File: src/rtl/mux_nto1_reg.sv
// N-input registered multiplexer with valid/ready on every channel and on the output.
// MODE=0 selects by sel; MODE=1 round-robins among valid inputs starting after the last grant.
module mux_nto1_reg #(
    parameter int WIDTH = 8,
    parameter int N     = 4,
    parameter int SEL_W = 2,
    parameter int MODE  = 0
) (
    input  logic               clk,
    input  logic               rst_n,
    input  logic [N*WIDTH-1:0] in_data,
    input  logic [N-1:0]       in_valid,
    output logic [N-1:0]       in_ready,
    input  logic [SEL_W-1:0]   sel,
    output logic [WIDTH-1:0]   out_data,
    output logic               out_valid,
    input  logic               out_ready,
    output logic [SEL_W-1:0]   grant
);
    localparam logic [SEL_W-1:0] LAST = SEL_W'(N - 1);

    logic [WIDTH-1:0] r_data;
    logic             r_valid;
    logic [SEL_W-1:0] r_grant;
    logic [SEL_W-1:0] r_ptr;

    logic             w_can_load;
    logic             w_xfer;
    logic             w_pick_vld;
    logic             w_rr_hit;
    logic [SEL_W-1:0] w_sel_eff;
    logic [SEL_W-1:0] w_rr_idx;
    logic [SEL_W-1:0] w_cand;
    logic [SEL_W-1:0] w_pick;
    logic [WIDTH-1:0] w_pick_data;

    assign w_can_load = !r_valid | out_ready;

    // Out-of-range selects fall through to the last channel.
    assign w_sel_eff = (int'(sel) < N) ? sel : LAST;

    // First valid channel after the pointer, wrapping modulo N.
    always_comb begin
        w_rr_idx = r_ptr;
        w_rr_hit = 1'b0;
        w_cand   = '0;
        for (int k = 1; k <= N; k++) begin
            w_cand = SEL_W'((int'(r_ptr) + k) % N);
            if (!w_rr_hit && in_valid[w_cand]) begin
                w_rr_hit = 1'b1;
                w_rr_idx = w_cand;
            end
        end
    end

    assign w_pick      = (MODE == 1) ? w_rr_idx : w_sel_eff;
    assign w_pick_vld  = (MODE == 1) ? w_rr_hit : in_valid[w_pick];
    assign w_pick_data = in_data[int'(w_pick)*WIDTH +: WIDTH];
    assign w_xfer      = w_can_load & w_pick_vld;

    // In select mode the chosen channel sees ready even while it is idle.
    always_comb begin
        in_ready = '0;
        if (w_can_load && (MODE == 0 || w_rr_hit))
            in_ready[w_pick] = 1'b1;
    end

    always_ff @(posedge clk or negedge rst_n) begin
        if (!rst_n) begin
            r_data  <= '0;
            r_valid <= 1'b0;
            r_grant <= '0;
            r_ptr   <= LAST;
        end else if (w_xfer) begin
            r_data  <= w_pick_data;
            r_valid <= 1'b1;
            r_grant <= w_pick;
            r_ptr   <= w_pick;
        end else if (out_ready) begin
            r_valid <= 1'b0;
        end
    end

    assign out_data  = r_data;
    assign out_valid = r_valid;
    assign grant     = r_grant;
endmodule
File: config.mk
export PLATFORM = sky130hd
export DESIGN_NAME = mux_nto1_reg
export DESIGN_NICKNAME = d
export VERILOG_FILES = /design/src/rtl/mux_nto1_reg.sv
export SDC_FILE = /design/constraint.sdc
export NUM_CORES = 1
export LEC_CHECK = 0
export CAP_MARGIN = 20
export CORE_ASPECT_RATIO = 0.6
export CORE_MARGIN = 4
export CORE_UTILIZATION = 25
export CTS_CLUSTER_SIZE = 20
export DETAILED_ROUTE_END_ITERATION = 16
export SETUP_SLACK_MARGIN = 0.1
export SLEW_MARGIN = 20
export SYNTH_ARGS = -nofsm -noshare
export SYNTH_HDL_FRONTEND = slang
export SYNTH_SLANG_ARGS = --single-unit
File: constraint.sdc
create_clock -name clk -period 2.1 [get_ports clk]
set_clock_uncertainty 0.05 [all_clocks]
set_input_delay 0.42 -clock clk [delete_from_list [all_inputs] [get_ports clk]]
set_output_delay 0.42 -clock clk [all_outputs]
set_load 0.005 [all_outputs]
* After elaboration in Yosys (flattened, before gate mapping)
Cells that the tools add are included.
** Operators by class
- $lt $le $gt $ge :: 2
- Shifts and indexed selects :: 1
- Mux-type cells :: 7
- Bitwise operators :: 2
- Reduce and logical (&&, ||, !) cells :: 3
** Operators by type and width (count)
- variable part select 32 x 6 -> 8 bit :: 1
- two-way mux 1 bit :: 4
- two-way mux 4 bit :: 1
- less-than comparator 2 x 3 -> 1 bit, second input constant :: 1
- binary-select mux 1 bit (select 2 bit) :: 1
- demux 1 bit (select 2 bit) :: 1
- >= comparator 2 x 1 -> 1 bit, second input constant :: 1
- nonzero test 2 bit :: 1
- bitwise AND 1 bit :: 1
- logical AND 1 bit :: 1
- logical NOT 1 bit :: 1
- OR 1 bit :: 1
** Storage, ports and cells
- Bits in registers :: 11
- Input bits :: 41
- Output and inout port bits :: 15
- Word-level logic and storage cells :: 18

* Logic depth before layout (Yosys ltp)
- Depth after elaboration :: 5
- Mapped depth :: 6
- Gate-level depth less buffers :: 4

* Least setup slack after synthesis
OpenSTA, ideal clock, no wires.
- Kind :: input port to flip-flop
- From :: input sel[1]
- To :: register r_grant[1] (netlist: grant[1])
- Library setup time :: 0.125 ns
- Arrival time :: 1.463 ns
- Required time :: 1.925 ns
- Setup slack :: 0.462 ns
- Stages :: 6
- Path buffers :: 2
- Cell sequence :: buf_6 mux2i_1 nor3_2 o21ba_1 buf_6 mux2_4
** Between the ends
- Longest elaborated chain between the ends :: 3
** RTL lines
- from (decl) :: line 14 : input logic [SEL_W-1:0] sel,
- binary-select mux 1 bit (select 2 bit) :: line 57 : assign w_pick_vld = (MODE == 1) ? w_rr_hit : in_valid[w_pick];
- two-way mux 1 bit (implied by the code) :: line 57
- bitwise AND 1 bit :: line 59 : assign w_xfer = w_can_load & w_pick_vld;
- to (signal assigned) :: line 77 : r_grant <= w_pick;
- to (decl) :: line 24 : logic [SEL_W-1:0] r_grant;
Several ways; a longest one is shown, not always the timed one. The select of a mux whose other input is x is not followed.
A chain may end at the register's enable or synchronous reset.

* Worst setup path in the final report
- From :: input out_ready
- To :: output in_ready[3]
** Between the ends
- Longest elaborated chain between the ends :: 2
** RTL lines
- from (decl) :: line 17 : input logic out_ready,
- OR 1 bit :: line 37 : assign w_can_load = !r_valid | out_ready;
- two-way mux 4 bit :: line 64 : if (w_can_load && (MODE == 0 || w_rr_hit))
- to (decl) :: line 13 : output logic [N-1:0] in_ready,
No other way between the ends.

==> metrics.md <==
| Metric | Value |
|---|---|
| P&R area growth vs syn | `87.2%` |
| Total gr overflow | `0` |
| Core ar. | `2870 um^2` |
| Max FO, Critical Path | `2` |
| Remaining antenna violation count after routing | `0` |
| Distinct cells, synth | `20` |
| Die Wd | `78.7 um` |
| CTS Hold Buffers Added | `0` |
| Final hold vios | `0` |
| CP Launch Type | `primary input` |
| DRT iter0 DRCs | `6` |
| EDFF count, synth | `0` |
| Fmax | `522 MHz` |
| CTS tree | `yes` |
| Routed WL | `2050 um` |
| Diodes inserted | `0` |
| First-pass GRT wire length | `roughly 3200 um` |
| Synth area leader | `dfrtp_1` |
| Vias in the first global route | `703` |
| Leakage Power | `roughly 0.61 nW` |
| Clk pin slew, worst setup/hold paths | `approximately 0.040 ns` |
| Largest net degree at the start of global routing | `12` |
| Min-Delay Path Class | `reg -> reg` |
| 1st-pass router iterations | `4` |
| Cell-internal power | `0.663 mW` |
| Root buffer cell | `clkbuf_8` |
| Post-synthesis cell count | `~50` |
| Initial Util | `26.1%` |
| Top-count cell post-synth | `dfrtp_1` |
| Seq/Total Area, Yosys | `36.7%` |
| Clock buffer depth | `2` |
| Syn Nets | `90` |
| Routed WL per cell | `roughly 13 um` |
| Setup_tns | `0 ns` |
| Cell Pwr Density | `611 nW/um^2` |
| Combinational Power Share | `a little over two fifths` |
| Slew at the pin closest to its max-slew limit | `0.504 ns` |
| Synth area leaders | `dfrtp_1 37%, mux4_2 21%, mux2_4 18%` |
| RSZ-0062 raised after global routing | `false` |
| Postcts setup bufs | `0` |
| Yosys warning count | `0` |
| Hold Crit Depth | `1` |
| Synth Flop Type | `dfrtp_1` |
| Critical Path RT | `1.63 ns` |
| Hpwl dp | `1810 um` |
| CTS buffer count | `3` |
| Top-area cell type share of the netlist area | `~37%` |
| Slew margin rel. | `between 60% and 70%` |
| Final period util | `between 90% and 100%` |
| P_sw | `about 0.2 mW` |
| Sw Share | `22.8%` |
| Die Y | `50.4 um` |
| Via count | `652` |
| Commonest cells in the netlist | `11 x dfrtp_1, 9 x mux2_4, 7 x mux4_2` |
| Die area | `a little under 4000 um^2` |
| Worst Path Arrival | `1.45 ns` |
| Worst-case vdd ir drop | `249 uV` |
| Worst-Skew Late Latency | `0.23 ns` |
| # DRC | `0` |
| Io pins | `56` |
| Synthesized cell area | `between 700 and 800 um^2` |
| Outcome | `completed` |
| Register bit total from synthesis | `11` |
| Initial antenna violation count | `0` |
| # setup viols final | `0` |
| Synth async-reset ratio | `100%` |
| CP Capture Type | `primary output` |
| H-tree depth | `1` |
| Clock sinks | `11` |
| PortBufs | `55` |
| Avg Synthesized Cell Area | `roughly 15 um^2` |
| Layout cells sized above 1 | `between 20% and 30%` |
| Slew Limit Fails | `0` |
| Clk pwr share | `between 20% and 30%` |
| Placer Congestion | `0.721` |
| Worst Path Class, Setup | `in -> out` |
| Power consumption | `0.858 mW` |
| Vias per inst | `4.26` |
| Fin crit period | `1.92 ns` |
| Path depth of the worst reg2reg path | `5` |
| Max_cap viols | `0` |
| Row cnt | `15` |
| Flop pwr share | `about a third` |
| Fin nets | `153` |
| Total track usage | `11.0%` |
==> routing by layer <==
layer / wire length [um] / GRT usage, %
met1: 867 / 12.9
met2: 953 / 17.0
met3: 223 / 7.17
met4: 8 / 1.74
met5: 0 / 0
==> sequential cells by signal, summed over array words and instances, names as in the netlist <==
name,flops
out_data,8
grant,2
out_valid,1
==> final timing paths <==
path | slack (ns) | end | from
max | 0.18 | in_ready[3] | out_ready
min | 0.46 | out_data[2] | out_data[2]
max reg2reg | 0.50 | out_data[2] | out_valid
min reg2reg | 0.46 | out_data[2] | out_data[2]
max in group asynchronous | 1.18 | out_data[1] | rst_n
min in group asynchronous | 0.47 | out_valid | rst_n
==> logic make-up after synthesis <==
| group | after synthesis | share of synthesized area, % |
|---|---|---|
| muxes | 19 | 45.2 |
| AOI/OAI and AO/OA | 3 | 3.17 |
| buffers and inverters | 6 | 7.00 |
| and+or+nand+nor | 10 | 8.00 |
| DFF | 11 | 36.7 |
==> final cells by class <==
| type | count | area [um^2] |
|---|---|---|
| clock buffer | 4 | 45.0 |
| multi-input combinational | 32 | 425 |
| timing repair buffer | 63 | 603 |
| inverter | 1 | 3.75 |
| fill | 261 | 1470 |
| tap | 42 | 52.6 |
| sequential | 11 | 275 |
==> per-stage QoR <==
step | setup WS, ns | instance area (um^2) | hold slack (ns) | std cells | utilization, %
2_1_floorplan | 0.462 | 751 | 0.0744 | 49 | -
3_3_place_gp | -0.165 | 1370 | 0.446 | 149 | 47.5
3_5_place_dp | -0.242 | 1370 | 0.451 | 149 | 47.5
4_1_cts | 0.181 | 1410 | 0.465 | 153 | 48.9
5_1_grt | 0.140 | 1410 | 0.471 | 153 | 48.9
6_report | 0.184 | 1410 | 0.460 | 153 | 48.9
==> power by group through the flow <==
stage	clock [mW]	combinational [mW]	sequential, mW
3_3_place_gp	0	0.365	0.297
2_1_floorplan	0	0.147	0.299
3_5_place_dp	0	0.369	0.297
5_1_grt	0.231	0.386	0.304
6_report	0.205	0.357	0.296
4_1_cts	0.213	0.365	0.297
==> placed cells by master (no fill, tap or decap), drive strengths merged <==
master         Yosys  layout
buf                4       8
nand2b             1       1
dfrtp             11      11
or2b               1       1
inv                1       1
o21ba              1       1
mux2               9       9
nand2              2       2
dlygate4sd2        0       6
clkbuf             1       4
mux2i              2       2
a21o               1       1
nor3b              1       1
mux4               8       8
nor2               1       1
and3               1       1
nor2b              1       1
o22ai              1       1
nor3               2       2
clkdlybuf4s50      0      49
==> worst max-delay path, stage by stage <==
cell,delay (ns)
clkdlybuf4s50_1,0.43
nand2b_1,0.16
and3_1,0.18
dlygate4sd2_1,0.26
==> repair_timing <==
item | 4_1_cts | 5_1_grt
resized for setup | 7 | 0
setup endpoints to repair | 13 | 0
hold endpoints to repair | 0 | 0
Note: power is estimated with default switching activity, not from simulation.
